===== config.mk =====
export PLATFORM = sky130hd
export DESIGN_NAME = seq_detect_prog_flat
export DESIGN_NICKNAME = d
export VERILOG_FILES = /design/src/rtl/seq_detect_prog_if.sv /design/src/rtl/seq_detect_prog.sv /design/src/flat_wrapper.sv
export SDC_FILE = /design/constraint.sdc
export NUM_CORES = 1
export LEC_CHECK = 0
export BUFFER_PORTS_ARGS = -buffer_cell sky130_fd_sc_hd__buf_2
export CAP_MARGIN = 20
export CORE_AREA = 2 2 69 71
export CTS_CLUSTER_SIZE = 14
export DETAILED_ROUTE_END_ITERATION = 8
export DIE_AREA = 0 0 71 73
export GPL_TIMING_DRIVEN = 1
export HOLD_SLACK_MARGIN = 0.08
export PLACE_DENSITY = 0.66
export SETUP_SLACK_MARGIN = 0.5
export SLEW_MARGIN = 20
export SYNTH_ARGS = -nofsm -noshare
export SYNTH_HDL_FRONTEND = slang
export SYNTH_SLANG_ARGS = --single-unit

===== constraint.sdc =====
create_clock -name clk -period 2.7 [get_ports clk]
set_input_delay 0.675 -clock clk [delete_from_list [all_inputs] [get_ports clk]]
set_output_delay 0.675 -clock clk [all_outputs]
set_load 0.05 [all_outputs]

===== src/rtl/seq_detect_prog_if.sv =====
// Serial-stream, config and status bundle for the programmable detector.
// The stimulus side uses master; the detector uses slave.
interface seq_detect_prog_if #(
    parameter int PAT_W = 8,
    parameter int CNT_W = 8
);
    localparam int LEN_W = $clog2(PAT_W + 1);

    logic             en;
    logic             din;
    logic             cfg_load;
    logic [PAT_W-1:0] cfg_pattern;
    logic [LEN_W-1:0] cfg_len;
    logic             cfg_overlap;
    logic             cnt_clr;
    logic             match;
    logic             match_q;
    logic [CNT_W-1:0] match_cnt;
    logic             cfg_err;

    modport master (
        output en,
        output din,
        output cfg_load,
        output cfg_pattern,
        output cfg_len,
        output cfg_overlap,
        output cnt_clr,
        input  match,
        input  match_q,
        input  match_cnt,
        input  cfg_err
    );

    modport slave (
        input  en,
        input  din,
        input  cfg_load,
        input  cfg_pattern,
        input  cfg_len,
        input  cfg_overlap,
        input  cnt_clr,
        output match,
        output match_q,
        output match_cnt,
        output cfg_err
    );
endinterface


===== src/rtl/seq_detect_prog.sv =====
// Programmable serial bit-pattern detector: Mealy match, registered
// match, saturating match counter and rejected-config pulse.
module seq_detect_prog #(
    parameter int               PAT_W       = 8,
    parameter int               CNT_W       = 8,
    parameter logic [PAT_W-1:0] RST_PATTERN = PAT_W'(8'b0000_1010),
    parameter int               RST_LEN     = 4,
    parameter bit               RST_OVERLAP = 1'b0
) (
    input logic               clk,
    input logic               reset_n,
    seq_detect_prog_if.slave  bus
);
    localparam int LEN_W = $clog2(PAT_W + 1);

    logic [PAT_W-1:0] pattern;
    logic [LEN_W-1:0] len;
    logic             overlap;
    logic [PAT_W-2:0] hist;
    logic [LEN_W-1:0] fill;

    logic [PAT_W-1:0] window;
    logic [PAT_W-1:0] mask;
    logic [PAT_W-1:0] diff;
    logic [LEN_W-1:0] fill_inc;
    logic             fill_ok;
    logic             accept;
    logic             cfg_ok;
    logic             match;
    logic             match_q;
    logic [CNT_W-1:0] cnt;
    logic             cfg_err;

    // Newest len bits of the stream, din included, against pattern[len-1:0].
    always_comb begin
        window = {hist, bus.din};
        mask   = '0;
        for (int i = 0; i < PAT_W; i++) begin
            mask[i] = (i < int'(len));
        end
        diff     = (window ^ pattern) & mask;
        fill_ok  = ({1'b0, fill} + (LEN_W+1)'(1)) >= {1'b0, len};
        fill_inc = (fill == LEN_W'(PAT_W)) ? fill
                                           : fill + LEN_W'(1);
        accept   = bus.en & ~bus.cfg_load;
        cfg_ok   = (bus.cfg_len != '0) &&
                   (bus.cfg_len <= LEN_W'(PAT_W));
        match    = reset_n & accept & fill_ok & (diff == '0);
    end

    always_ff @(posedge clk or negedge reset_n) begin
        if (!reset_n) begin
            pattern <= RST_PATTERN;
            len     <= LEN_W'(RST_LEN);
            overlap <= RST_OVERLAP;
            hist    <= '0;
            fill    <= '0;
        end else if (bus.cfg_load) begin
            if (cfg_ok) begin
                pattern <= bus.cfg_pattern;
                len     <= bus.cfg_len;
                overlap <= bus.cfg_overlap;
                hist    <= '0;
                fill    <= '0;
            end
        end else if (bus.en) begin
            hist <= window[PAT_W-2:0];
            // Non-overlap restart: the matched bits never count again.
            fill <= (match && !overlap) ? '0 : fill_inc;
        end
    end

    always_ff @(posedge clk or negedge reset_n) begin
        if (!reset_n) begin
            match_q <= 1'b0;
            cnt     <= '0;
            cfg_err <= 1'b0;
        end else begin
            match_q <= match;
            cfg_err <= bus.cfg_load & ~cfg_ok;
            if (bus.cnt_clr) begin
                cnt <= '0;
            end else if (match && (cnt != '1)) begin
                cnt <= cnt + CNT_W'(1);
            end
        end
    end

    assign bus.match     = match;
    assign bus.match_q   = match_q;
    assign bus.match_cnt = cnt;
    assign bus.cfg_err   = cfg_err;
endmodule


===== src/flat_wrapper.sv =====
// flat-port wrapper written by rule: the top's interface ports become plain ports
module seq_detect_prog_flat 
#(
    parameter int               PAT_W       = 8,
    parameter int               CNT_W       = 8,
    parameter logic [PAT_W-1:0] RST_PATTERN = PAT_W'(8'b0000_1010),
    parameter int               RST_LEN     = 4,
    parameter bit               RST_OVERLAP = 1'b0
)
  (clk, reset_n, bus_en, bus_din, bus_cfg_load, bus_cfg_pattern, bus_cfg_len, bus_cfg_overlap, bus_cnt_clr, bus_match, bus_match_q, bus_match_cnt, bus_cfg_err);
  seq_detect_prog_if #(.PAT_W(PAT_W), .CNT_W(CNT_W)) bus_i ();
  input logic clk;
  input logic reset_n;
  input wire logic [$bits(bus_i.en)-1:0] bus_en;
  input wire logic [$bits(bus_i.din)-1:0] bus_din;
  input wire logic [$bits(bus_i.cfg_load)-1:0] bus_cfg_load;
  input wire logic [$bits(bus_i.cfg_pattern)-1:0] bus_cfg_pattern;
  input wire logic [$bits(bus_i.cfg_len)-1:0] bus_cfg_len;
  input wire logic [$bits(bus_i.cfg_overlap)-1:0] bus_cfg_overlap;
  input wire logic [$bits(bus_i.cnt_clr)-1:0] bus_cnt_clr;
  output wire logic [$bits(bus_i.match)-1:0] bus_match;
  output wire logic [$bits(bus_i.match_q)-1:0] bus_match_q;
  output wire logic [$bits(bus_i.match_cnt)-1:0] bus_match_cnt;
  output wire logic [$bits(bus_i.cfg_err)-1:0] bus_cfg_err;
  assign bus_i.en = bus_en;
  assign bus_i.din = bus_din;
  assign bus_i.cfg_load = bus_cfg_load;
  assign bus_i.cfg_pattern = bus_cfg_pattern;
  assign bus_i.cfg_len = bus_cfg_len;
  assign bus_i.cfg_overlap = bus_cfg_overlap;
  assign bus_i.cnt_clr = bus_cnt_clr;
  assign bus_match = bus_i.match;
  assign bus_match_q = bus_i.match_q;
  assign bus_match_cnt = bus_i.match_cnt;
  assign bus_cfg_err = bus_i.cfg_err;
  seq_detect_prog #(.PAT_W(PAT_W), .CNT_W(CNT_W), .RST_PATTERN(RST_PATTERN), .RST_LEN(RST_LEN), .RST_OVERLAP(RST_OVERLAP)) u_core (.clk(clk), .reset_n(reset_n), .bus(bus_i));
endmodule

==> run metrics <==
Syn Std Cell Area=1810 µm²; Final WS setup=0.100 ns; Initial Utilization=40.0%; part of the power in registers=47.0%; maxcap violations=0; Int Pwr=944 µW; critical path class=flop to output port; H-Tree Depth=2; Die Wd=71 µm; die height=73 µm; slew of the pin with the lowest slew margin=0.418 ns; Data required, critical path=2.03 ns; Reg2Reg Depth=10; fin nets=253; outcome=complete, no violations; gr usage total=15.1%; final setup TNS=0 ns; worst setup path endpoint=bus_match; post-synthesis compound-gate area fraction=12.3%; final hold violations=0; Critical Path Source=u_core.fill[0]; initial antenna violation count=0; syn nets=206; Multi-input gate area=993 µm²; peak supply drop=0.332 mV; clock tree sinks=34; Synth Area in Adders=4.83%; # hold bufs at CTS=0; R2R Setup Slk=0.27 ns; Root Buffer=clkbuf_8; Clk pwr share=29.0%; xor-xnor portion of the synthesized cell area=5.31%; most frequent cells in the layout=dfrtp_1 (29), buf_2 (28), nand2_1 (20); # fillers=399; dpl cell area=2070 µm²; crit end category=output port; wire per inst=13.7 µm; CP startpoint kind=flop; #FFs+latches synth=34; Post-Synth Simple-Gate Area=18.2%; total core area=4540 µm²; Synth cell types=43; Layout area overhead=29.7%; post-synthesis sequential area ratio=47.1%; Final Skew=0.00630 ns; max_slew headroom=72.2%; global-route wire length before repair=6150 µm; post-route minimum period=2.60 ns; asr flop ratio synth=100%; DR pass1 iterations=4; syn avg cell area=10.1 µm²; post-DP HPWL=2620 µm; Iteration-0 DRC Markers=93; largest family of logic cells by synthesized area=simple AND/OR/NAND/NOR gates; RD Place Congestion=0.841; Port Buffers=29; Critical Path AT=1.92 ns; die area=5180 µm²; commonest non-fill, non-tap cell in the layout=dfrtp_1; Crit Path Max Fanout=4; HP Class=primary input to asynchronous set/reset pin; Worst-path clk slew=0.07 ns; Routed Antenna Nets=0; CTS Buf Count=5; f_max=385 MHz; DRC viols=0; multiplexer share of the synthesized area=8.07%; reg-to-reg endpoint=u_core.bus.match_cnt[3]; Vias/cell=5.22; ant diodes=0; Main synth FF type=dfrtp_1; Worst R2R Start=u_core.fill[0]; yosys warns=0; combinational share of power=24.1%; power per standard cell area=566 nW/µm²; Post-Synthesis Cells=180; fin crit share=96.3%; final setup violating endpoints=0; GR Overflow Total=0; TritonCTS clock tree=yes; Vias=1,473; Max Root-Sink Buffers=2; Net Sw Power=387 µW; switch share=29.1%; pin count of the biggest net entering global routing=35; max-slew violations=0; vias in the first global route=1,316; Post-synth EDFFs=0; post-route cell area=2350 µm²; Reg area=857 µm²; Leak=1.12 nW; Top Ports=30; insertion delay to the later sink of the worst-skew pair=0.28 ns; RSZ-0062 raised after global routing=yes; worst slack, placed=0.234 ns; layout cells sized above 1=41.7%; WL final=3860 µm; FP Rows=25
## how the worst min path moves through the flow
stage                               from                      end  cells past startpoint
final                            reset_n  u_core.bus.match_cnt[2]                      2
after global routing             reset_n           u_core.hist[3]                      2
after CTS                        reset_n  u_core.bus.match_cnt[1]                      2
after detailed placement  u_core.hist[5]           u_core.hist[6]                      2
after global placement    u_core.overlap           u_core.overlap                      1
after floorplan                  reset_n       u_core.bus.cfg_err                      0
## registers in the layout, indices dropped and copies added, names as in the netlist
signal	flops
u_core.overlap	1
u_core.len	4
u_core.bus.match_q	1
u_core.hist	7
u_core.bus.match_cnt	8
u_core.fill	4
u_core.bus.cfg_err	1
u_core.pattern	8
## cells in the mapped netlist, types with 3 or more instances
library cell  number  share of area (%)
dfrtp_1           31                 43
o21ai_0            3               0.83
inv_1             10                2.1
ha_1               7                4.8
nor2b_1            3                1.0
a21oi_1           13                3.6
xnor2_1            3                1.4
nor2_1             8                1.7
buf_1              3               0.62
nor3_1             4                1.1
dfstp_2            3                4.3
nand3_1           15                4.1
mux2_2            12                7.5
o31ai_1            3                1.2
nand2_1           20                4.1
nand2b_1           3                1.0
xor2_1             8                3.9
## routing by layer
metal  routed length (µm)  GRT usage, %
met3                   97          2.90
met5                    0             0
met4                   59          5.66
met2                 1940          24.4
met1                 1770          20.2
## what timing repair did
item,in CTS,in global routing
endpoints found under the hold margin,0,0
resized for setup,2,23
setup endpoints to repair,6,11
buffers inserted,1,10
pin swaps,1,11
## kinds of logic after synthesis
logic type / Yosys count
AOI/OAI and AO/OA: 34
adders and majority gates: 7
and+or+nand+nor: 63
xor gates and xnor gates: 11
muxes: 13
buffers and inverters: 18
DFF: 34
## final cells by class
type / count / area share (%)
Inverter: 11 / 2.07
Tap cell: 54 / 2.87
Sequential cell: 34 / 36.4
Timing Repair Buffer: 47 / 12.5
Clock buffer: 7 / 3.67
Clock inverter: 1 / 0.213
Multi-Input combinational cell: 128 / 42.2
## critical path, stage by stage (launching register included)
cell and delay, ns:
dfrtp_2 0.45, ha_4 0.19, xor2_1 0.15, ha_1 0.29, o21ai_2 0.05, o21ai_2 0.17
nand3b_4 0.13, inv_8 0.08, buf_8 0.13
## metrics by stage
stage	utilization (%)	power, mW	std cells	hold WS, ns
3_5_place_dp	45.6	0.895	263	0.501
3_3_place_gp	45.6	0.886	263	0.487
4_1_cts	47.9	1.29	272	0.457
5_1_grt	51.9	1.40	282	0.480
2_1_floorplan	-	0.819	180	0.379
6_report	51.9	1.33	282	0.436
## power groups by stage
stage	clock network, mW	logic (mW)	registers [mW]
floorplan	0	0.200	0.620
global placement	0	0.259	0.626
detailed placement	0	0.266	0.629
CTS	0.396	0.273	0.619
global route	0.416	0.355	0.633
finish	0.386	0.321	0.625
(Power assumes the default switching activity.)
